==> src/rtl/collision_pkg.sv <==
// Shared types and constants for the Flappy Bird collision/lives tracker.
package collision_pkg;

    typedef enum logic [1:0] {PLAY, GRACE, DEAD} coll_state_t;

    localparam int unsigned SCORE_W = 8;

    // Width needed to hold 0..lives inclusive.
    function automatic int unsigned lives_w(input int unsigned lives);
        return (lives < 1) ? 1 : $clog2(lives + 1);
    endfunction

endpackage

==> src/rtl/grace_timer.sv <==
// Loadable down-counter timing the post-hit invincibility window in game ticks.
module grace_timer #(
    parameter int unsigned GRACE_TICKS = 4
) (
    input  logic clock,
    input  logic reset,
    input  logic clear,
    input  logic load,
    input  logic tick,
    output logic active,
    output logic expire
);

    localparam int unsigned CW = (GRACE_TICKS > 0) ? $clog2(GRACE_TICKS + 1) : 1;

    logic [CW-1:0] count_q;

    always_ff @(posedge clock) begin
        if (!reset || clear) begin
            count_q <= '0;
        end else if (load) begin
            count_q <= CW'(GRACE_TICKS);
        end else if (tick && (count_q != '0)) begin
            count_q <= count_q - CW'(1);
        end
    end

    assign active = (count_q != '0);
    assign expire = tick && (count_q == CW'(1));

endmodule

==> src/rtl/collision_tracker.sv <==
// Collision/lives tracker: pipe and ground hits, grace window, sticky game-over.
// Optional pass counter output enabled by defining SCORE_EN.
module collision_tracker
    import collision_pkg::*;
#(
    parameter int unsigned ROWS        = 8,
    parameter int unsigned LIVES       = 3,
    parameter int unsigned GRACE_TICKS = 4,
    localparam int unsigned LW         = lives_w(LIVES)
) (
    input  logic            clock,
    input  logic            reset,
    input  logic            tick,
    input  logic            restart,
    input  logic [ROWS-1:0] bird,
    input  logic [ROWS-1:0] pipe,
    input  logic            ground_hit,
    output logic            hit_pulse,
    output logic [LW-1:0]   lives_left,
    output logic            grace_active,
    output logic            loss_detect
`ifdef SCORE_EN
    ,
    output logic [SCORE_W-1:0] score
`endif
);

    coll_state_t   state_q, state_d;
    logic [LW-1:0] lives_q, lives_d;
    logic          hit_q, hit_d;
    logic          loss_q;
    logic          pipe_coll;
    logic          grace_load;
    logic          grace_clear;
    logic          grace_expire;
    logic          grace_run;

    assign pipe_coll = |(bird & pipe);

    always_comb begin
        state_d    = state_q;
        lives_d    = lives_q;
        hit_d      = 1'b0;
        grace_load = 1'b0;
        if (tick) begin
            unique case (state_q)
                PLAY: begin
                    if (ground_hit) begin
                        state_d = DEAD;
                        lives_d = '0;
                        hit_d   = 1'b1;
                    end else if (pipe_coll) begin
                        hit_d = 1'b1;
                        if (lives_q <= LW'(1)) begin
                            state_d = DEAD;
                            lives_d = '0;
                        end else begin
                            lives_d = lives_q - LW'(1);
                            if (GRACE_TICKS > 0) begin
                                state_d    = GRACE;
                                grace_load = 1'b1;
                            end
                        end
                    end
                end
                GRACE: begin
                    // Pipe overlap is ignored here; only the ground can still kill.
                    if (ground_hit) begin
                        state_d = DEAD;
                        lives_d = '0;
                        hit_d   = 1'b1;
                    end else if (grace_expire) begin
                        state_d = PLAY;
                    end
                end
                default: ;
            endcase
        end
    end

    assign grace_clear = restart || (state_d == DEAD);

    grace_timer #(
        .GRACE_TICKS(GRACE_TICKS)
    ) u_grace_timer (
        .clock (clock),
        .reset (reset),
        .clear (grace_clear),
        .load  (grace_load),
        .tick  (tick),
        .active(grace_run),
        .expire(grace_expire)
    );

    always_ff @(posedge clock) begin
        if (!reset || restart) begin
            state_q <= PLAY;
            lives_q <= LW'(LIVES);
            hit_q   <= 1'b0;
            loss_q  <= 1'b0;
        end else begin
            state_q <= state_d;
            lives_q <= lives_d;
            hit_q   <= hit_d;
            loss_q  <= (state_d == DEAD);
        end
    end

    assign hit_pulse    = hit_q;
    assign lives_left   = lives_q;
    assign grace_active = grace_run;
    assign loss_detect  = loss_q;

`ifdef SCORE_EN
    logic               prev_nz_q;
    logic [SCORE_W-1:0] score_q;
    logic               pass;

    // A pipe has been passed when its column empties; no credit on the dying tick.
    assign pass = tick && (state_q != DEAD) && (state_d != DEAD) && prev_nz_q && (pipe == '0);

    always_ff @(posedge clock) begin
        if (!reset || restart) begin
            prev_nz_q <= 1'b0;
            score_q   <= '0;
        end else begin
            if (tick) begin
                prev_nz_q <= |pipe;
            end
            if (pass && (score_q != '1)) begin
                score_q <= score_q + SCORE_W'(1);
            end
        end
    end

    assign score = score_q;
`endif

endmodule
==> config.mk <==
export PLATFORM = sky130hd
export DESIGN_NAME = collision_tracker
export DESIGN_NICKNAME = d
export VERILOG_FILES = /design/src/rtl/collision_pkg.sv /design/src/rtl/grace_timer.sv /design/src/rtl/collision_tracker.sv
export SDC_FILE = /design/constraint.sdc
export NUM_CORES = 1
export LEC_CHECK = 0
export ABC_AREA = 1
export CAP_MARGIN = 25
export CORE_AREA = 2 2 39 41
export CTS_CLUSTER_DIAMETER = 30
export DETAILED_ROUTE_END_ITERATION = 10
export DIE_AREA = 0 0 41 43
export PLACE_DENSITY = 0.82
export SETUP_SLACK_MARGIN = 0.02
export SYNTH_ARGS = -nofsm -noshare
export SYNTH_HDL_FRONTEND = slang
export SYNTH_HIERARCHICAL = 1
export SYNTH_SLANG_ARGS = --single-unit
==> constraint.sdc <==
create_clock -name clock -period 3.2 [get_ports clock]
set_clock_uncertainty 0.2 [all_clocks]
set_input_delay 0.96 -clock clock [delete_from_list [all_inputs] [get_ports clock]]
set_output_delay 0.96 -clock clock [all_outputs]
set_load 0.02 [all_outputs]
==> insert_results.sql <==
INSERT INTO impl_metrics (metric_group, metric, value, unit) VALUES
('worst_setup_path', 'cp-end-kind', 'output port', ''),
('timing', 'fmax', '0.343', 'GHz'),
('routing', 'drt_pass1_iterations', '4', ''),
('worst_hold_path', 'hold_path.class', 'reg2reg', ''),
('synthesis', 'yosys.area.top_type', 'sky130_fd_sc_hd__dfxtp_1', ''),
('clock_network', 'post-cts-setup-buffers', '0', ''),
('timing', 'final-hold-violation-count', '0', ''),
('clock_network', 'clock_slew_seen_by_the_registers_of_the_worst_setup_and_hold_paths', '0.06', 'ns'),
('clock_network', 'clk_path_buf_depth', '2', ''),
('die', 'floorplan.rows', '14', ''),
('clock_network', 'clock-sinks', '9', ''),
('worst_setup_path', 'worstPathMaxFanout', '3', ''),
('timing', 'worst-slew-pin-transition', '0.285', 'ns'),
('routing', 'routed_via_density', '4.56', ''),
('synthesis', 'yosys-top-cells-area', 'sky130_fd_sc_hd__dfxtp_1, sky130_fd_sc_hd__nand2_1, sky130_fd_sc_hd__inv_1, sky130_fd_sc_hd__ha_1, sky130_fd_sc_hd__nor2_1', ''),
('worst_setup_path', 'worst-r2r-setup-slack', '1.44', 'ns'),
('synthesis', 'ys_warn_count', '6', ''),
('worst_setup_path', 'worstPathArrival', '1.75', 'ns'),
('timing', 'maxSlewHeadroom', '0.808', ''),
('global_route', 'grt_pass1_vias', '582', ''),
('final_layout', 'n_antenna_cell', '0', ''),
('clock_network', 'cts_tree', 'done', ''),
('synthesis', 'synth.yosys.seq_area_share', '0.344', ''),
('synthesis', 'post_synth_num_cell_types', '14', ''),
('synthesis', 'yosysMostFrequentCell', 'sky130_fd_sc_hd__nand2_1', ''),
('clock_network', 'ctsHtreeMaxLevel', '1', ''),
('synthesis', 'share_of_the_synthesized_area_in_the_top_cell_type', '0.344', ''),
('synthesis', 'syn_avg_cell_area', '6.15', 'um^2'),
('routing', 'wire_per_inst', '9.57', 'um'),
('final_layout', 'layout.cell_area.non_filler', '820', 'um^2'),
('worst_setup_path', 'worstPathRequired', '2.04', 'ns'),
('synthesis', 'syn-instance-count', '85', ''),
('worst_hold_path', 'worstHoldPathCells', '2', ''),
('clock_network', 'cts_resized', '0', ''),
('synthesis', 'synthArstFlopShare', '0', ''),
('timing', 'post-route-period-util', '0.911', ''),
('timing', 'drv_slew', '0', ''),
('place', 'post_dp_cell_area', '793', 'um^2'),
('die', 'die-area', '0.00176', 'mm^2'),
('clock_network', 'holdBufCountCts', '0', ''),
('final_layout', 'syn_to_final_growth', '56.7', '%'),
('final_layout', 'drive_above_1_share', '0.0965', ''),
('die', 'die_y', '43', 'um'),
('synthesis', 'postSynthNetCount', '109', ''),
('timing', 'grt_setup_unrepaired', 'no', ''),
('synthesis', 'yosys_register_bits', '9', ''),
('final_layout', 'fin_nets', '139', ''),
('global_route', 'global_route.usage.total', '0.168', ''),
('worst_setup_path', 'crit_type', 'reg2out', ''),
('place', 'dp_hpwl', '1060', 'um'),
('clock_network', 'clockRootBuffer', 'sky130_fd_sc_hd__clkbuf_4', ''),
('clock_network', 'cts-buffers-inserted', '3', ''),
('outcome', 'run_status', 'complete, no violations', ''),
('worst_setup_path', 'reg2regPathDepth', '11', ''),
('place', 'gp_congestion', '0.774', ''),
('power_and_ir_drop', 'cellLeakagePower', '0.000391', 'uW'),
('place', 'io_buffers', '25', ''),
('global_route', 'antenna_found_initial', '0', ''),
('global_route', 'pin_count_of_the_biggest_net_entering_global_routing', '6', ''),
('timing', 'setup-violations-final', '0', ''),
('synthesis', 'synthTopCellsByCount', 'sky130_fd_sc_hd__nand2_1, sky130_fd_sc_hd__inv_1, sky130_fd_sc_hd__dfxtp_1', ''),
('final_layout', 'final.fill_count', '149', ''),
('global_route', 'grt_pass1_wl', '2000', 'um'),
('flow_run', 'maxCapViolCount', '0', ''),
('routing', 'ant_nets', '0', ''),
('synthesis', 'synth-edff-count', '0', ''),
('routing', 'routed_wl', '1240', 'um'),
('timing', 'setup_total_negative_slack', '0', 'ns'),
('clock_network', 'insertion_delay', '0.25', 'ns'),
('die', 'coreArea', '0.00138', 'mm^2'),
('power_and_ir_drop', 'power_density', '329', 'mW/mm^2');
[metrics by stage]
step / worst slack [ns] / utilization / instances / hold slack (ns)
final: 0.285 / 0.592 / 130 / 0.289
after global routing: 0.215 / 0.592 / 130 / 0.319
after CTS: 0.285 / 0.592 / 130 / 0.291
after detailed placement: 0.393 / 0.573 / 126 / 0.269
after global placement: 0.471 / 0.573 / 126 / 0.255
after floorplan: 1.12 / - / 85 / 0.241
[area by class of cell]
cell class,count,area [um^2],area share
Inverter,17,63.8,0.0779
Multi-Input combinational cell,59,279,0.340
Clock buffer,4,26.3,0.0321
Timing Repair Buffer,25,250,0.305
Tap cell,16,20.0,0.0244
Sequential cell,9,180,0.220
[critical path, cell delays in order, from the launching register on]
cell                              delay [ns]
sky130_fd_sc_hd__dfxtp_1                0.35
sky130_fd_sc_hd__inv_1                  0.07
sky130_fd_sc_hd__ha_1                   0.21
sky130_fd_sc_hd__ha_1                   0.20
sky130_fd_sc_hd__inv_2                  0.07
sky130_fd_sc_hd__clkdlybuf4s50_1        0.60
[sequential cells by signal, summed over array words and instances (netlist names)]
register,flops
u_grace_timer/count_q,3
lives_left,2
state_q,2
hit_pulse,1
loss_detect,1
[layer usage]
layer	GRT usage	routed length, um	up-vias
li1	-	-	312
met1	0.154	438	254
met2	0.306	640	25
met3	0.0471	153	2
met4	0.0800	11	0
met5	0	0	-
[kinds of logic after synthesis]
logic type,Yosys count,share of synthesized area
fa+ha+maj,3,0.0718
flops,9,0.344
buf+inv,17,0.122
simple gates,50,0.397
compound gates,6,0.0646
[where the power goes]
group | switching [uW] | total [uW] | internal, uW
clock | 36.6 | 84.5 | 47.9
sequential | 2.91 | 119 | 116
combinational | 28.6 | 66.1 | 37.4
[path summary, 6_finish.rpt]
path,startpoint,end
worst max register to register,u_grace_timer/count_q[1],u_grace_timer/count_q[1]
worst max-delay path,u_grace_timer/count_q[0],grace_active
worst min register to register,u_grace_timer/count_q[1],u_grace_timer/count_q[1]
worst min-delay path,u_grace_timer/count_q[1],u_grace_timer/count_q[1]
[layout by cell type, fill, tap and decap left out, drive strengths merged]
| master | count |
|---|---|
| and3 | 1 |
| a21oi | 5 |
| dfxtp | 9 |
| inv | 17 |
| nand3b | 1 |
| nand2 | 34 |
| nand3 | 5 |
| clkdlybuf4s50 | 25 |
| clkbuf | 4 |
| o21ai | 1 |
| nor2 | 9 |
| ha | 3 |
No activity file was read; power rests on OpenSTA's default activity.
